===== src/rtl/melody_sequencer.sv =====
// Autonomous 8-entry tune player feeding buzzer_control's note divider.
// Optional `MELODY_LOOP_EN: wrap from entry 7 back to entry 0 instead of finishing.
module melody_sequencer #(
    parameter int unsigned BEAT_CYCLES = 10_000_000,
    parameter int unsigned GAP_CYCLES  = 1_000_000
) (
    input  logic        clk,
    input  logic        rst,
    input  logic        play,
    input  logic        stop,
    input  logic        pause,
    output logic [19:0] note_div,
    output logic [2:0]  note_idx,
    output logic        busy,
    output logic        done
);

    localparam logic [1:0] StIdle = 2'd0;
    localparam logic [1:0] StPlay = 2'd1;
    localparam logic [1:0] StGap  = 2'd2;
    localparam logic [1:0] StDone = 2'd3;

    localparam logic [26:0] GapLoad = 27'(GAP_CYCLES - 32'd1);

`ifdef MELODY_LOOP_EN
    localparam bit LoopEn = 1'b1;
`else
    localparam bit LoopEn = 1'b0;
`endif

    // Song entries encoded as {note[2:0], dur[2:0]}, beats = dur + 1.
    function automatic logic [5:0] song_rom(input logic [2:0] idx);
        unique case (idx)
            3'd0:    return {3'd1, 3'd0};
            3'd1:    return {3'd2, 3'd0};
            3'd2:    return {3'd3, 3'd0};
            3'd3:    return {3'd1, 3'd0};
            3'd4:    return {3'd3, 3'd1};
            3'd5:    return {3'd2, 3'd0};
            3'd6:    return {3'd1, 3'd0};
            default: return {3'd0, 3'd0};
        endcase
    endfunction

    function automatic logic [2:0] rom_note(input logic [2:0] idx);
        logic [5:0] entry;
        entry = song_rom(idx);
        return entry[5:3];
    endfunction

    function automatic logic [2:0] rom_dur(input logic [2:0] idx);
        logic [5:0] entry;
        entry = song_rom(idx);
        return entry[2:0];
    endfunction

    function automatic logic [19:0] note_to_div(input logic [2:0] note);
        unique case (note)
            3'd1:    return 20'd76628;
            3'd2:    return 20'd68259;
            3'd3:    return 20'd60606;
            3'd4:    return 20'd57306;
            3'd5:    return 20'd51020;
            3'd6:    return 20'd45454;
            3'd7:    return 20'd40495;
            default: return 20'd0;
        endcase
    endfunction

    // Tone portion of a note; the counter runs from load value down to 0 inclusive.
    function automatic logic [26:0] tone_load(input logic [2:0] dur);
        logic [31:0] beats;
        beats = {29'd0, dur} + 32'd1;
        return 27'(beats * BEAT_CYCLES - GAP_CYCLES - 32'd1);
    endfunction

    logic [1:0]  state_q, state_d;
    logic [26:0] cnt_q, cnt_d;
    logic [2:0]  idx_q, idx_d;
    logic [19:0] note_div_q, note_div_d;
    logic        busy_q, busy_d;
    logic        done_q, done_d;
    logic        paused;
    logic [2:0]  nxt_idx;

    always_comb begin
        state_d = state_q;
        cnt_d   = cnt_q;
        idx_d   = idx_q;
        paused  = pause && ((state_q == StPlay) || (state_q == StGap));
        nxt_idx = idx_q + 3'd1;

        if (stop) begin
            state_d = StIdle;
            cnt_d   = '0;
            idx_d   = '0;
        end else begin
            unique case (state_q)
                StIdle: begin
                    if (play) begin
                        state_d = StPlay;
                        idx_d   = '0;
                        cnt_d   = tone_load(rom_dur(3'd0));
                    end
                end
                StPlay: begin
                    if (!paused) begin
                        if (cnt_q == '0) begin
                            state_d = StGap;
                            cnt_d   = GapLoad;
                        end else begin
                            cnt_d = cnt_q - 27'd1;
                        end
                    end
                end
                StGap: begin
                    if (!paused) begin
                        if (cnt_q != '0) begin
                            cnt_d = cnt_q - 27'd1;
                        end else if ((idx_q != 3'd7) || LoopEn) begin
                            state_d = StPlay;
                            idx_d   = nxt_idx;
                            cnt_d   = tone_load(rom_dur(nxt_idx));
                        end else begin
                            state_d = StDone;
                            cnt_d   = '0;
                        end
                    end
                end
                default: begin
                    state_d = StIdle;
                    idx_d   = '0;
                    cnt_d   = '0;
                end
            endcase
        end

        busy_d     = (state_d == StPlay) || (state_d == StGap);
        done_d     = (state_d == StDone);
        note_div_d = ((state_d == StPlay) && !paused) ? note_to_div(rom_note(idx_d)) : 20'd0;
    end

    always_ff @(posedge clk) begin
        if (rst) begin
            state_q    <= StIdle;
            cnt_q      <= '0;
            idx_q      <= '0;
            note_div_q <= '0;
            busy_q     <= 1'b0;
            done_q     <= 1'b0;
        end else begin
            state_q    <= state_d;
            cnt_q      <= cnt_d;
            idx_q      <= idx_d;
            note_div_q <= note_div_d;
            busy_q     <= busy_d;
            done_q     <= done_d;
        end
    end

    assign note_div = note_div_q;
    assign note_idx = idx_q;
    assign busy     = busy_q;
    assign done     = done_q;

endmodule

===== config.mk =====
export PLATFORM = sky130hd
export DESIGN_NAME = melody_sequencer
export DESIGN_NICKNAME = d
export VERILOG_FILES = /design/src/rtl/melody_sequencer.sv
export SDC_FILE = /design/constraint.sdc
export NUM_CORES = 1
export LEC_CHECK = 0
export BUFFER_PORTS_ARGS = -buffer_cell sky130_fd_sc_hd__buf_2
export CAP_MARGIN = 0
export CORE_ASPECT_RATIO = 1.5
export CORE_UTILIZATION = 35
export CTS_BUF_LIST = sky130_fd_sc_hd__clkbuf_4 sky130_fd_sc_hd__clkbuf_8
export DETAILED_ROUTE_END_ITERATION = 12
export MAX_ROUTING_LAYER = met4
export PLACE_DENSITY_LB_ADDON = 0.3
export SLEW_MARGIN = 10
export SYNTH_ARGS = -nofsm -noshare
export SYNTH_HDL_FRONTEND = slang
export SYNTH_SLANG_ARGS = --single-unit

===== constraint.sdc =====
create_clock -name clk -period 9.05 [get_ports clk]
set_input_delay 0.905 -clock clk [delete_from_list [all_inputs] [get_ports clk]]
set_output_delay 0.905 -clock clk [all_outputs]
set_load 0.01 [all_outputs]

==> insert_results.sql <==
INSERT INTO impl_metrics (metric_group, metric, value, unit) VALUES
('place', 'io_buffer_count', '25', ''),
('power_and_ir_drop', 'clock_power_share', '0.350', ''),
('clock_network', 'post-cts-setup-buffers', '0', ''),
('setup_path', 'start_kind', 'flip-flop', ''),
('outcome', 'result_of_the_run', 'complete, no violations', ''),
('route', 'drt_first_iter_violations', '137', ''),
('clock_network', 'clkSlewWorstSetupHoldPaths', '90', 'ps'),
('final_layout', 'share_of_post_route_cells_with_drive_strength_above_1', '0.1275', ''),
('timing', 'hold_viol', '0', ''),
('logic_synthesis', 'postSynthAreaPerCell', '7.781', 'sq um'),
('logic_synthesis', 'largest_cells_by_area_after_synthesis', 'dfxtp_1 (32%), ha_1 (6.7%), nor2_1 (5.1%)', ''),
('timing', 'setup_repair_after_global_routing_missed_its_margin', 'false', ''),
('power_and_ir_drop', 'power.switching', '0.1435', 'mW'),
('global_routing', 'number_of_antenna_violations_at_the_first_check_in_global_routing', '0', ''),
('route', 'route.vias.total', '2525', ''),
('setup_path', 'cp_data_required_time', '9260', 'ps'),
('power_and_ir_drop', 'netSwitchingFraction', '0.3162', ''),
('clock_network', 'cts_buffers', '5', ''),
('power_and_ir_drop', 'power.density', '159.8', 'nW/um^2'),
('clock_network', 'clock_root_cell', 'clkbuf_8', ''),
('logic_synthesis', 'synth_ff_type', 'dfxtp_1', ''),
('timing', 'setup_viol', '0', ''),
('logic_synthesis', 'synth-edff-count', '0', ''),
('setup_path', 'timing.reg2reg.setup_slack', '5620', 'ps'),
('global_routing', 'grt_pass1_vias', '2261', ''),
('place', 'dp_slack', '5662', 'ps'),
('global_routing', 'globalRoute.totalOverflow', '0', ''),
('floorplanning', 'floorplan.rows', '38', ''),
('power_and_ir_drop', 'p_int', '0.3102', 'mW'),
('logic_synthesis', 'synth_common_cells', 'dfxtp_1 (41), nor2_1 (35), nand2_1 (34), a21oi_1 (19), o21ai_0 (17)', ''),
('timing', 'final.min_clock_period', '3433', 'ps'),
('job', 'maxCapViolations', '0', ''),
('timing', 'fin_worst_skew', '8.498', 'ps'),
('clock_network', 'cts.hold.buffers_added', '0', ''),
('clock_network', 'htreeDepth', '2', ''),
('place', 'place_hpwl', '5269', 'microns'),
('route', 'routed_wl', '7077', 'microns'),
('timing', 'setup_slack', '5617', 'ps'),
('setup_path', 'cp-end-kind', 'flip-flop', ''),
('timing', 'timing.final.crit_share', '0.3794', ''),
('power_and_ir_drop', 'p_comb_frac', '0.225', ''),
('global_routing', 'grt_use_total', '0.1908', ''),
('final_layout', 'fin_nets', '363', ''),
('route', 'avgViaCountPerCell', '5.674', ''),
('floorplanning', 'die_w', '72.36', 'microns'),
('clock_network', 'tritoncts_clock_tree', 'built', ''),
('timing', 'final.setup.tns', '0', 'ps'),
('timing', 'maxSlewViolCount', '0', ''),
('min_path', 'hold_path_class', 'reg2reg', ''),
('clock_network', 'clock_sinks', '41', ''),
('setup_path', 'crit_type', 'reg2reg', ''),
('power_and_ir_drop', 'finalPower', '0.4537', 'mW'),
('floorplanning', 'ios', '30', ''),
('timing', 'worst-slew-pin-transition', '996.4', 'ps'),
('route', 'drt-pass1-iter-count', '5', ''),
('floorplanning', 'design.core.area', '7227', 'sq um'),
('setup_path', 'cpPeakStageDelay', '870', 'ps'),
('floorplanning', 'die_area', '7781', 'sq um'),
('floorplanning', 'floorplan.initialDensity', '0.3596', ''),
('setup_path', 'worstPathCellList', 'nor4_1 > nand3_1 > or3_1 > o311a_1 > o211a_2 > mux2_4 > ha_1 > o21a_1', ''),
('logic_synthesis', 'synthesis_warnings', '0', ''),
('floorplanning', 'die-height', '107.5', 'microns'),
('timing', 'slew_headroom', '0.3296', ''),
('clock_network', 'quantity_of_gates_resized_following_cts', '0', ''),
('logic_synthesis', 'yosys_register_bits', '41', ''),
('final_layout', 'area.growth.synth_to_final', '9.244', '%'),
('timing', 'max_clock_freq', '291.3', 'MHz'),
('clock_network', 'clkLatencyLatePin', '300', 'ps'),
('power_and_ir_drop', 'vdd.ir_drop.worst', '0.09531', 'mV'),
('logic_synthesis', 'synth.cell_area', '2599', 'sq um'),
('route', 'count_of_unresolved_drc_violations_after_routing', '0', '');
==> area by class of cell <==
type                            count  area (sq um)
Tap cell                          100         125.1
Fill cell                         793          4388
Clock buffer                        6         82.58
Sequential cell                    41         820.8
Inverter                           12         45.04
Timing Repair Buffer               26         132.6
Multi-Input combinational cell    258          1595
Clock inverter                      2         37.54
==> state kept, by name, indices dropped and copies added, names as in the netlist <==
signal	count
cnt_q	27
note_div	7
note_idx	3
state_q	2
busy	1
done	1
==> kinds of logic after synthesis <==
kind of cell | Yosys count | share of synthesized area
fa+ha+maj | 14 | 0.06741
compound gates | 83 | 0.2171
simple gates | 145 | 0.2802
other cells | 1 | 0.001443
buf+inv | 38 | 0.07462
xor+xnor | 10 | 0.03370
mux | 2 | 0.009628
flops | 41 | 0.3158
==> worst max-delay path: cells and delay by family, from the launching register on <==
kind | cells | cell delay (ps)
and+or+nand+nor | 3 | 1800
AOI/OAI and AO/OA | 3 | 690
adders and majority gates | 1 | 190
muxes | 1 | 300
DFF | 1 | 370
==> cells in the final DEF (no fill, tap or decap), drive strengths merged, types with 3 or more instances in the layout <==
cell type,count
or4,6
nand3,15
a221oi,4
or3,9
a31oi,6
conb,4
o211ai,5
and3,3
dfxtp,41
nor2,35
ha,14
xnor2,6
clkbuf,6
and2,6
buf,26
nor4,11
o21ai,17
nand2,34
o31ai,7
or2,5
nor3,9
xor2,4
inv,12
a21oi,19
nor2b,3
==> power groups by stage <==
stage	combinational (mW)	sequential (mW)	clock, mW
floorplan	0.0782	0.196	0
global placement	0.100	0.197	0
detailed placement	0.0999	0.197	0
CTS	0.100	0.193	0.161
global route	0.112	0.194	0.169
finish	0.102	0.193	0.159
==> path summary, 6_finish.rpt <==
| check | from | endpoint | depth (start not counted) |
|---|---|---|---|
| hold / removal | cnt_q[7]$_SDFFE_PP0P_ | cnt_q[7]$_SDFFE_PP0P_ | 2 |
| hold reg to reg | cnt_q[7]$_SDFFE_PP0P_ | cnt_q[7]$_SDFFE_PP0P_ | 2 |
| setup / recovery | cnt_q[4]$_SDFFE_PP0P_ | note_div[7]$_SDFF_PP0_ | 8 |
| setup reg to reg | cnt_q[4]$_SDFFE_PP0P_ | note_div[7]$_SDFF_PP0_ | 8 |
==> through the flow <==
step,std cells,utilization,hold slack [ps],cell area [sq um]
finish,445,0.3928,465.0,2839
global placement,437,0.3762,446.5,2719
detailed placement,437,0.3762,455.1,2719
CTS,445,0.3928,466.6,2839
floorplan,337,-,435.7,2610
global route,445,0.3928,495.0,2839
==> layer usage <==
metal | vias to the layer above | share of wire | track usage
met5 | - | 0 | -
met4 | 0 | 0.026 | 0.07003
met3 | 23 | 0.064 | 0.03090
met2 | 119 | 0.53 | 0.3498
met1 | 1174 | 0.38 | 0.2017
li1 | 1209 | - | -
No activity file was read; power rests on OpenSTA's default activity.
